==> src/rtl/wb_hilo_regfile_pkg.sv <==
// hilo_pkg: shared op codes, FSM state type and default width for the
// Hi/Lo register pair and its adder.
package hilo_pkg;

   localparam int HILO_DATA_W = 32;

   localparam logic [3:0] HILO_OP_NONE = 4'd0;
   localparam logic [3:0] HILO_OP_MTHI = 4'd1;
   localparam logic [3:0] HILO_OP_MTLO = 4'd2;
   localparam logic [3:0] HILO_OP_MULT = 4'd3;
   localparam logic [3:0] HILO_OP_MADD = 4'd4;
   localparam logic [3:0] HILO_OP_MSUB = 4'd5;

   typedef enum logic [0:0] {
      HILO_IDLE   = 1'b0,
      HILO_ACC_HI = 1'b1
   } hilo_state_e;

   // True for the two-cycle accumulate ops (madd / msub).
   function automatic logic hilo_is_acc(input logic [3:0] op);
      return (op == HILO_OP_MADD) || (op == HILO_OP_MSUB);
   endfunction

endpackage

==> src/rtl/wb_hilo_regfile_if.sv <==
// Bus between the MEM-stage HiLo product unit / forwarding path and the
// architectural Hi/Lo register pair.
interface wb_hilo_regfile_if #(
   parameter int DATA_W = 32
);
   logic                  Valid;
   logic [3:0]            Op;
   logic [2*DATA_W-1:0]   Product;
   logic                  Busy;
   logic [DATA_W-1:0]     Hi;
   logic [DATA_W-1:0]     Lo;

   modport master (
      output Valid, Op, Product,
      input  Busy, Hi, Lo
   );

   modport slave (
      input  Valid, Op, Product,
      output Busy, Hi, Lo
   );
endinterface

==> src/rtl/wb_hilo_regfile_add32.sv <==
// hilo_add32: DATA_W-bit adder with carry-in and carry-out, shared between
// the Lo half and the Hi half of an accumulate.
module hilo_add32 #(
   parameter int DATA_W = 32
) (
   input  logic [DATA_W-1:0] a,
   input  logic [DATA_W-1:0] b,
   input  logic              cin,
   output logic [DATA_W-1:0] sum,
   output logic              cout
);

   assign {cout, sum} = {1'b0, a} + {1'b0, b} + {{DATA_W{1'b0}}, cin};

endmodule

==> src/rtl/wb_hilo_regfile.sv <==
// wb_hilo_regfile: architectural Hi/Lo register pair. Commits mthi, mtlo,
// mult in one cycle; madd/msub take two cycles (Lo half, then Hi half with
// the latched carry) and raise Busy for the second cycle.
// Optional macro HILO_BYPASS_EN: forward mthi/mtlo/mult write data onto
// Hi/Lo combinationally in the accept cycle.
module wb_hilo_regfile
   import hilo_pkg::*;
#(
   parameter int DATA_W = HILO_DATA_W
) (
   input  logic                Clk,
   input  logic                Reset,
   wb_hilo_regfile_if.slave    bus
);

   hilo_state_e        state_r;
   hilo_state_e        state_nxt_s;
   logic [DATA_W-1:0]  hi_r;
   logic [DATA_W-1:0]  lo_r;
   logic [DATA_W-1:0]  hi_nxt_s;
   logic [DATA_W-1:0]  lo_nxt_s;
   logic               busy_r;
   logic               busy_nxt_s;
   logic               carry_r;
   logic               carry_nxt_s;
   logic [DATA_W-1:0]  opnd_r;
   logic [DATA_W-1:0]  opnd_nxt_s;

   logic [DATA_W-1:0]  prod_lo_s;
   logic [DATA_W-1:0]  prod_hi_s;
   logic [DATA_W-1:0]  add_a_s;
   logic [DATA_W-1:0]  add_b_s;
   logic               add_cin_s;
   logic [DATA_W-1:0]  add_sum_s;
   logic               add_cout_s;

   assign prod_lo_s = bus.Product[DATA_W-1:0];
   assign prod_hi_s = bus.Product[2*DATA_W-1:DATA_W];

   // Steer the shared adder: Lo + (+/-)Product_lo in IDLE, Hi + latched half in ACC_HI.
   always_comb begin
      add_a_s   = lo_r;
      add_b_s   = prod_lo_s;
      add_cin_s = 1'b0;
      case (state_r)
         HILO_IDLE: begin
            add_a_s = lo_r;
            if (bus.Op == HILO_OP_MSUB) begin
               add_b_s   = ~prod_lo_s;
               add_cin_s = 1'b1;
            end else begin
               add_b_s   = prod_lo_s;
               add_cin_s = 1'b0;
            end
         end
         HILO_ACC_HI: begin
            add_a_s   = hi_r;
            add_b_s   = opnd_r;
            add_cin_s = carry_r;
         end
         default: begin
            add_a_s   = lo_r;
            add_b_s   = prod_lo_s;
            add_cin_s = 1'b0;
         end
      endcase
   end

   hilo_add32 #(.DATA_W(DATA_W)) u_add (
      .a    (add_a_s),
      .b    (add_b_s),
      .cin  (add_cin_s),
      .sum  (add_sum_s),
      .cout (add_cout_s)
   );

   // Next-state and next-register values; ops presented in ACC_HI are dropped.
   always_comb begin
      state_nxt_s = state_r;
      hi_nxt_s    = hi_r;
      lo_nxt_s    = lo_r;
      busy_nxt_s  = 1'b0;
      carry_nxt_s = carry_r;
      opnd_nxt_s  = opnd_r;
      case (state_r)
         HILO_IDLE: begin
            if (bus.Valid) begin
               case (bus.Op)
                  HILO_OP_MTHI: hi_nxt_s = prod_lo_s;
                  HILO_OP_MTLO: lo_nxt_s = prod_lo_s;
                  HILO_OP_MULT: begin
                     hi_nxt_s = prod_hi_s;
                     lo_nxt_s = prod_lo_s;
                  end
                  HILO_OP_MADD: begin
                     lo_nxt_s    = add_sum_s;
                     carry_nxt_s = add_cout_s;
                     opnd_nxt_s  = prod_hi_s;
                     busy_nxt_s  = 1'b1;
                     state_nxt_s = HILO_ACC_HI;
                  end
                  HILO_OP_MSUB: begin
                     lo_nxt_s    = add_sum_s;
                     carry_nxt_s = add_cout_s;
                     opnd_nxt_s  = ~prod_hi_s;
                     busy_nxt_s  = 1'b1;
                     state_nxt_s = HILO_ACC_HI;
                  end
                  default: state_nxt_s = HILO_IDLE;
               endcase
            end else begin
               state_nxt_s = HILO_IDLE;
            end
         end
         HILO_ACC_HI: begin
            hi_nxt_s    = add_sum_s;
            state_nxt_s = HILO_IDLE;
         end
         default: state_nxt_s = HILO_IDLE;
      endcase
   end

   // State and Hi/Lo registers with synchronous reset.
   always_ff @(posedge Clk) begin
      if (Reset) begin
         state_r <= HILO_IDLE;
         hi_r    <= {DATA_W{1'b0}};
         lo_r    <= {DATA_W{1'b0}};
         busy_r  <= 1'b0;
         carry_r <= 1'b0;
         opnd_r  <= {DATA_W{1'b0}};
      end else begin
         state_r <= state_nxt_s;
         hi_r    <= hi_nxt_s;
         lo_r    <= lo_nxt_s;
         busy_r  <= busy_nxt_s;
         carry_r <= carry_nxt_s;
         opnd_r  <= opnd_nxt_s;
      end
   end

   assign bus.Busy = busy_r;

`ifdef HILO_BYPASS_EN
   logic byp_hi_s;
   logic byp_lo_s;

   // Zero-latency forwarding of single-cycle writes; accumulates never bypass.
   always_comb begin
      byp_hi_s = 1'b0;
      byp_lo_s = 1'b0;
      if (!Reset && (state_r == HILO_IDLE) && bus.Valid && !hilo_is_acc(bus.Op)) begin
         byp_hi_s = (bus.Op == HILO_OP_MTHI) || (bus.Op == HILO_OP_MULT);
         byp_lo_s = (bus.Op == HILO_OP_MTLO) || (bus.Op == HILO_OP_MULT);
      end else begin
         byp_hi_s = 1'b0;
         byp_lo_s = 1'b0;
      end
   end

   assign bus.Hi = byp_hi_s ? hi_nxt_s : hi_r;
   assign bus.Lo = byp_lo_s ? lo_nxt_s : lo_r;
`else
   assign bus.Hi = hi_r;
   assign bus.Lo = lo_r;
`endif

endmodule

==> src/flat_wrapper.sv <==
// flat-port wrapper written by rule: the top's interface ports become plain ports
module wb_hilo_regfile_flat import hilo_pkg::*;
#(
   parameter int DATA_W = HILO_DATA_W
)
  (Clk, Reset, bus_Valid, bus_Op, bus_Product, bus_Busy, bus_Hi, bus_Lo);
  wb_hilo_regfile_if #(.DATA_W(DATA_W)) bus_i ();
  input  logic Clk;
  input  logic Reset;
  input wire logic [$bits(bus_i.Valid)-1:0] bus_Valid;
  input wire logic [$bits(bus_i.Op)-1:0] bus_Op;
  input wire logic [$bits(bus_i.Product)-1:0] bus_Product;
  output wire logic [$bits(bus_i.Busy)-1:0] bus_Busy;
  output wire logic [$bits(bus_i.Hi)-1:0] bus_Hi;
  output wire logic [$bits(bus_i.Lo)-1:0] bus_Lo;
  assign bus_i.Valid = bus_Valid;
  assign bus_i.Op = bus_Op;
  assign bus_i.Product = bus_Product;
  assign bus_Busy = bus_i.Busy;
  assign bus_Hi = bus_i.Hi;
  assign bus_Lo = bus_i.Lo;
  wb_hilo_regfile #(.DATA_W(DATA_W)) u_core (.Clk(Clk), .Reset(Reset), .bus(bus_i));
endmodule
==> config.mk <==
export PLATFORM = sky130hd
export DESIGN_NAME = wb_hilo_regfile_flat
export DESIGN_NICKNAME = d
export VERILOG_FILES = /design/src/rtl/wb_hilo_regfile_pkg.sv /design/src/rtl/wb_hilo_regfile_if.sv /design/src/rtl/wb_hilo_regfile_add32.sv /design/src/rtl/wb_hilo_regfile.sv /design/src/flat_wrapper.sv
export SDC_FILE = /design/constraint.sdc
export NUM_CORES = 1
export LEC_CHECK = 0
export CAP_MARGIN = 20
export CELL_PAD_IN_SITES_DETAIL_PLACEMENT = 0
export CELL_PAD_IN_SITES_GLOBAL_PLACEMENT = 1
export CORE_ASPECT_RATIO = 1.2
export CORE_MARGIN = 5
export CORE_UTILIZATION = 30
export CTS_CLUSTER_SIZE = 20
export DETAILED_ROUTE_END_ITERATION = 8
export PLACE_DENSITY_LB_ADDON = 0.1
export SLEW_MARGIN = 5
export SYNTH_ARGS = -nofsm -noshare
export SYNTH_HDL_FRONTEND = slang
export SYNTH_SLANG_ARGS = --single-unit
export TNS_END_PERCENT = 50
==> constraint.sdc <==
create_clock -name Clk -period 6.61 [get_ports Clk]
set_clock_uncertainty 0.05 [all_clocks]
set_input_delay 1.983 -clock Clk [delete_from_list [all_inputs] [get_ports Clk]]
set_output_delay 1.983 -clock Clk [all_outputs]
set_load 0.1 [all_outputs]
==> summary.log, run 1 <==
qor: timing.tightestPinTransition 1.01 ns
qor: synthesis.yosysWarnings 0
qor: synthesis.yosys_register_bits 98
qor: placement.place_hpwl 19.7 mm
qor: route.routedWlPerCell 19.6 um
qor: worst_setup_path.worstSetupStartpoint bus_Op[2]
qor: synthesis.post_synth_main_area_contributors sky130_fd_sc_hd__dfxtp_1 27%, sky130_fd_sc_hd__xnor2_1 9.4%, sky130_fd_sc_hd__nand2_1 7.0%
qor: timing.setup_total_negative_slack 0 ns
qor: timing.fin_crit_sh 86.3%
qor: worst_setup_path.worstReg2RegStart u_core.state_r
qor: timing.maxClockFrequency 175 MHz
qor: route.routed-wl-met3 833 um
qor: route.postRouteAntennaNets 0
qor: job.max_cap_viol_count 0
qor: floorplanning.floorplan.initialDensity 30.1%
qor: route.drt_pass1_iterations 4
qor: timing.timing.slew.headroom 32.5%
qor: clocking.cts_post_setup_buffers_inserted 0
qor: synthesis.syn_area 7390 sq um
qor: outcome.run_status finished, final reports clean
qor: synthesis.yosys-top-cells-count 137 x sky130_fd_sc_hd__nand2_1, 122 x sky130_fd_sc_hd__nor2_1, 98 x sky130_fd_sc_hd__dfxtp_1
qor: timing.finalWorstPathRequiredPeriod 5.70 ns
qor: timing.hold_viol_final 0
qor: synthesis.yosys.area.top_type_share 26.6%
qor: finish.final_cells 1,395
qor: worst_hold_path.min_path_type flip-flop to flip-flop
qor: clocking.gates_resized_cts_repair 0
qor: grt.wire_length_of_the_first_global_routing_pass 42.8 mm
qor: route.met1Wirelength 13.1 mm
qor: worst_setup_path.cp-start-kind input pin
qor: synthesis.share_of_flip_flops_with_an_asynchronous_set_or_reset_after_synthesis 0%
qor: synthesis.synth_enable_flop_cells 0
qor: synthesis.synth.distinct_cells 65
qor: route.drt-initial-drc-count 395
qor: power_and_ir_drop.irDropWorstVdd 0.000114 V
qor: power_and_ir_drop.leakagePower 3.23 nW
qor: clocking.path_clk_slew 0.07 ns
qor: placement.replace_congestion 0.843
qor: worst_setup_path.worst_ep_required_time 6.84 ns
qor: timing.slew_violations 0
qor: synthesis.seq_area_frac_synth 26.6%
qor: synthesis.synth_cells 984
qor: clocking.clock_path_buffers 2
qor: floorplanning.std_cell_rows 63
qor: synthesis.synthFlopType sky130_fd_sc_hd__dfxtp_1
qor: grt.antenna_found_initial 0
qor: route.num_vias 7,227
qor: clocking.cts.hold.buffers_added 0
qor: placement.buffer_ports.inserted 135
qor: power_and_ir_drop.power-per-cell-area 191 nW/um^2
qor: route.post-route-drc-count 0
qor: grt.track_usage 19.3%
qor: floorplanning.die_ar 27,900 sq um
qor: grt.maximum_number_of_pins_on_one_net_before_global_route_repair 62
qor: synthesis.post_synthesis_net_count 1,088
qor: finish.final-seq-area 1970 sq um
qor: floorplanning.die_width 153 um
qor: synthesis.syn-mean-instance-area 7.51 sq um
qor: clocking.cts.sinks 98
qor: route.wl 27.4 mm
qor: finish.multi_input_combinational_cell_area 5060 sq um
qor: worst_setup_path.critical_path.endpoint_type flip-flop
qor: finish.layout.nets 1,169
qor: floorplanning.io_pins 136
qor: worst_setup_path.critPathArrivalTime 5.93 ns
qor: finish.drive_gt1_share 8.32%
qor: synthesis.synth_top_cell_by_area sky130_fd_sc_hd__dfxtp_1
qor: placement.number_of_placed_instances_taps_included 1,379
qor: synthesis.post-synth-top-count-cell sky130_fd_sc_hd__nand2_1
qor: route.via_per_inst 5.18
qor: floorplanning.die-height 182 um
qor: clocking.cts_inserted_buffers 9
qor: timing.timing.final.setup_violations 0
qor: timing.grt_setup_unrepaired false
qor: worst_setup_path.crit_path_max_fanout 4
qor: clocking.ctsHtreeMaxLevel 3
qor: grt.grt-ovfl-total 0
qor: clocking.tritoncts built
qor: worst_setup_path.ws_path_type input pin to flip-flop
qor: grt.grt_pass1_vias 7,284
qor: finish.nFillCells 2,600
qor: finish.diodes 0
qor: floorplanning.core_area 24,500 sq um
qor: route.met2WireLength 13.1 mm
qor: route.top_layer_used met4
qor: worst_hold_path.holdCritStartpoint u_core.bus.Lo[2]
qor: clocking.clk_root_buffer_cell sky130_fd_sc_hd__clkbuf_16
qor: clocking.worstSkewPairLatency 0.36 ns
qor: finish.syn2layout_area_growth 25.3%
==> state kept, by name (all words and copies together) (netlist names) <==
signal and count:
u_core.bus.Hi 32, u_core.bus.Lo 32, u_core.carry_r 1, u_core.opnd_r 32, u_core.state_r 1
==> kinds of logic after synthesis <==
logic type	Yosys count	share of synthesized area (%)
and+or+nand+nor	322	18.4
AOI/OAI and AO/OA	311	28.3
DFF	98	26.6
buffers and inverters	97	5.27
xor gates and xnor gates	89	10.6
muxes	34	5.13
adders and majority gates	33	5.79
==> worst paths after layout <==
check	to	slack (ns)	cells past startpoint
setup / recovery	u_core.bus.Lo[26]	0.91	17
hold / removal	u_core.bus.Lo[2]	0.42	2
hold reg to reg	u_core.bus.Lo[2]	0.42	2
setup reg to reg	u_core.bus.Lo[28]	2.44	11
==> power breakdown <==
| part | internal (mW) | switching, mW | leakage (nW) | total, mW |
|---|---|---|---|---|
| clock network | 0.266 | 0.252 | 0.125 | 0.518 |
| logic | 0.213 | 0.407 | 2.30 | 0.620 |
| registers | 0.612 | 0.0187 | 0.797 | 0.631 |
==> final cells by class <==
class                      instances  share of cell area, %
clock buffer                      12                   2.66
clock inverter                     4                  0.297
inverter                          15                  0.609
multi-input combinational        789                   54.6
sequential                        98                   21.2
tap                              325                   4.39
timing repair buffer             152                   16.1
==> placed cells by master, fill, tap and decap left out, types with 5 or more instances in the layout <==
| master | count |
|---|---|
| sky130_fd_sc_hd__a311oi_1 | 27 |
| sky130_fd_sc_hd__nor3_1 | 10 |
| sky130_fd_sc_hd__buf_4 | 15 |
| sky130_fd_sc_hd__o31ai_1 | 5 |
| sky130_fd_sc_hd__xor2_1 | 10 |
| sky130_fd_sc_hd__nand2b_1 | 5 |
| sky130_fd_sc_hd__o21ai_0 | 55 |
| sky130_fd_sc_hd__o22ai_1 | 14 |
| sky130_fd_sc_hd__a21oi_1 | 82 |
| sky130_fd_sc_hd__o211ai_1 | 8 |
| sky130_fd_sc_hd__clkdlybuf4s50_1 | 133 |
| sky130_fd_sc_hd__nor2_1 | 121 |
| sky130_fd_sc_hd__o21ai_1 | 7 |
| sky130_fd_sc_hd__nand3_1 | 14 |
| sky130_fd_sc_hd__ha_1 | 31 |
| sky130_fd_sc_hd__nor2b_1 | 6 |
| sky130_fd_sc_hd__xnor2_1 | 79 |
| sky130_fd_sc_hd__a211oi_1 | 58 |
| sky130_fd_sc_hd__nand4_1 | 6 |
| sky130_fd_sc_hd__a31oi_1 | 6 |
| sky130_fd_sc_hd__a21o_1 | 14 |
| sky130_fd_sc_hd__dfxtp_1 | 97 |
| sky130_fd_sc_hd__clkbuf_16 | 9 |
| sky130_fd_sc_hd__inv_1 | 15 |
| sky130_fd_sc_hd__nand2_1 | 137 |
| sky130_fd_sc_hd__mux2_2 | 31 |
==> metal layers <==
layer | up-vias | global-route usage (%)
li1 | 3673 | -
met1 | 3403 | 25.9
met2 | 133 | 33.0
met3 | 18 | 2.34
met4 | 0 | 4.53
met5 | - | 0
==> metrics by stage <==
step                hold WS (ns)  instance area [sq um]  setup WS [ns]  utilization [%]  power, mW
global placement           0.409                   8980          0.618             36.6       1.27
finish                     0.420                   9250          0.906             37.7       1.77
global route               0.450                   9250          0.560             37.7       1.86
detailed placement         0.411                   8980          0.529             36.6       1.27
CTS                        0.422                   9250          0.895             37.7       1.79
floorplan                  0.428                   7390          0.941                -       1.08
==> worst max-delay path: stages <==
cell and delay [ns]:
sky130_fd_sc_hd__clkdlybuf4s50_1 0.53, sky130_fd_sc_hd__nor3b_2 0.21, sky130_fd_sc_hd__and2_2 0.24, sky130_fd_sc_hd__xnor2_1 0.13
sky130_fd_sc_hd__nor2_1 0.05, sky130_fd_sc_hd__a21oi_1 0.20, sky130_fd_sc_hd__fa_1 0.23, sky130_fd_sc_hd__inv_1 0.06
sky130_fd_sc_hd__fa_1 0.41, sky130_fd_sc_hd__a21o_1 0.22, sky130_fd_sc_hd__a31o_2 0.30, sky130_fd_sc_hd__a21oi_1 0.25
sky130_fd_sc_hd__a211oi_2 0.14, sky130_fd_sc_hd__nor4b_2 0.46, sky130_fd_sc_hd__nor3_1 0.12, sky130_fd_sc_hd__nand3b_1 0.19
sky130_fd_sc_hd__a211oi_1 0.20
Power figures use the tool's default switching activity.
==> run 2, diff against run 1 <==
- CORE_ASPECT_RATIO: 1.2 -> 1.25
- CTS_CLUSTER_DIAMETER: unset -> 80
- HOLD_SLACK_MARGIN: unset -> 0.05
==> summary.log, run 2 (synthesized netlist as in run 1, its figures left out) <==
qor: route.via_per_inst 5.28
qor: timing.slew_violations 0
qor: timing.whs 0.435 ns
qor: power_and_ir_drop.power-per-cell-area 192 nW/um^2
qor: floorplanning.die-height 185 um
qor: grt.grt_pass1_vias 7,522
qor: grt.antenna_found_initial 0
qor: timing.timing.slew.headroom 34.1%
qor: timing.timing.final.setup_violations 0
qor: route.num_vias 7,394
qor: clocking.clk_root_buffer_cell sky130_fd_sc_hd__clkbuf_16
qor: worst_setup_path.worst_ep_required_time 6.82 ns
qor: timing.fin_crit_sh 86.6%
qor: clocking.gates_resized_cts_repair 0
qor: timing.grt_setup_unrepaired false
qor: finish.syn2layout_area_growth 25.4%
qor: worst_setup_path.critical_path.endpoint_type flip-flop
qor: worst_setup_path.timing.critical_path.slowest_cell_delay 0.52 ns
qor: floorplanning.floorplan.initialDensity 30.3%
qor: finish.finish.utilization 38.1%
qor: timing.tightestPinTransition 0.986 ns
qor: placement.buffer_ports.inserted 135
qor: clocking.clock_path_buffers 2
qor: floorplanning.std_cell_rows 64
qor: outcome.run_status finished, final reports clean
qor: grt.wire_length_of_the_first_global_routing_pass 44.2 mm
qor: route.postRouteAntennaNets 0
qor: floorplanning.io_pins 136
qor: finish.layout_commonest_cell sky130_fd_sc_hd__nand2_1
qor: worst_setup_path.ws_path_type input pin to flip-flop
qor: timing.hold_viol_final 0
qor: route.drt-initial-drc-count 431
qor: finish.layout.cells.most_common_list 137 x sky130_fd_sc_hd__nand2_1, 133 x sky130_fd_sc_hd__clkdlybuf4s50_1, 121 x sky130_fd_sc_hd__nor2_1
qor: worst_setup_path.cp-start-kind input pin
qor: grt.maximum_number_of_pins_on_one_net_before_global_route_repair 82
qor: worst_setup_path.worstSetupStartpoint bus_Op[2]
qor: finish.nFillCells 2,652
qor: worst_setup_path.critPathArrivalTime 5.93 ns
qor: clocking.ctsHtreeMaxLevel 3
qor: clocking.cts_inserted_buffers 9
qor: timing.setup_total_negative_slack 0 ns
qor: route.wl 28.3 mm
qor: timing.maxClockFrequency 175 MHz
qor: worst_hold_path.holdCritStartpoint u_core.bus.Lo[2]
qor: clocking.worstSkewPairLatency 0.36 ns
qor: clocking.cts.hold.buffers_added 0
qor: floorplanning.die_ar 27,900 sq um
qor: grt.track_usage 20.4%
qor: worst_setup_path.worstReg2RegStart u_core.state_r
qor: placement.placement.cell_area 8990 sq um
qor: route.post-route-drc-count 0
qor: route.routedWlPerCell 20.2 um
qor: finish.layout.nets 1,170
qor: finish.final_design_area_no_fill 9260 sq um
qor: clocking.tritoncts built
qor: clocking.path_clk_slew 0.08 ns
qor: worst_setup_path.timing.critical_path.cells clkdlybuf4s50_1 > nor3b_2 > and2_2 > buf_4 > xnor2_1 > o21ai_0 > fa_1 > a21o_1 > a31o_2 > a211oi_2 > a211o_1 > a21oi_4 > o31ai_1 > nand2_2 > a2111oi_2
qor: placement.replace_congestion 0.895
qor: floorplanning.die_width 150 um
qor: finish.drive_gt1_share 8.40%
qor: clocking.cts_post_setup_buffers_inserted 0
qor: worst_setup_path.crit_path_max_fanout 16
qor: finish.diodes 0
qor: power_and_ir_drop.leakagePower 3.24 nW
qor: floorplanning.core_area 24,300 sq um
qor: worst_setup_path.timing.critical_path.max_delay_family compound AO/OA/AOI/OAI gates
qor: placement.place_hpwl 19.8 mm
qor: clocking.cts.sinks 98
qor: worst_hold_path.min_path_type flip-flop to flip-flop
qor: worst_setup_path.cpMaxStageDelayCell sky130_fd_sc_hd__clkdlybuf4s50_1
qor: grt.grt-ovfl-total 0
qor: timing.finalWorstPathRequiredPeriod 5.73 ns
qor: power_and_ir_drop.irDropWorstVdd 0.000121 V
qor: power_and_ir_drop.p_total 1.78 mW
qor: route.drt_pass1_iterations 5
qor: worst_setup_path.path_buf_inv 2
qor: job.max_cap_viol_count 0
[run 2: changes by cell type in the layout (fill, tap and decap cells not counted), sizes merged]
cell	change
inv	+2
clkinv	+1
clkbuf	-1
buf	+1
clkinvlp	-2
[run 2: cell type report]
class	count	area, sq um	area share, %
multi-input combinational	789	5060	54.6
sequential	98	1970	21.2
timing repair buffer	153	1500	16.2
tap	330	413	4.46
clock buffer	11	233	2.51
inverter	15	56.3	0.608
clock inverter	5	38.8	0.419
[run 2: worst paths after layout]
kind | to | slack, ns | cells after the start
min reg2reg | u_core.bus.Lo[2] | 0.44 | 2
max | u_core.bus.Lo[28] | 0.88 | 15
max reg2reg | u_core.bus.Lo[28] | 2.34 | 11
min | u_core.bus.Lo[2] | 0.44 | 2
[run 2: routing by layer]
layer	up-vias	track usage, %	share of wire (%)	wire, um
met1	3529	26.1	45	12600
li1	3683	-	-	-
met5	-	0	0	0
met2	152	36.2	50	14200
met3	30	2.30	3.6	1020
met4	0	5.57	1.6	448
[run 2: power by group]
group / switching, mW / internal [mW] / leakage, nW
logic: 0.411 / 0.215 / 2.31
registers: 0.0191 / 0.612 / 0.797
clock network: 0.263 / 0.259 / 0.131
[run 2: tightest hold or removal path, stage by stage, from the launching register on]
cell and delay (ns):
sky130_fd_sc_hd__dfxtp_1 0.33, sky130_fd_sc_hd__nand2_1 0.06, sky130_fd_sc_hd__a21oi_1 0.05
[run 2: per-stage QoR]
| stage | worst slack [ns] | instances |
|---|---|---|
| 3_5_place_dp | 0.524 | 1385 |
| 4_1_cts | 0.876 | 1401 |
| 2_1_floorplan | 0.941 | 984 |
| 5_1_grt | 0.556 | 1401 |
| 3_3_place_gp | 0.605 | 1385 |
| 6_report | 0.883 | 1401 |
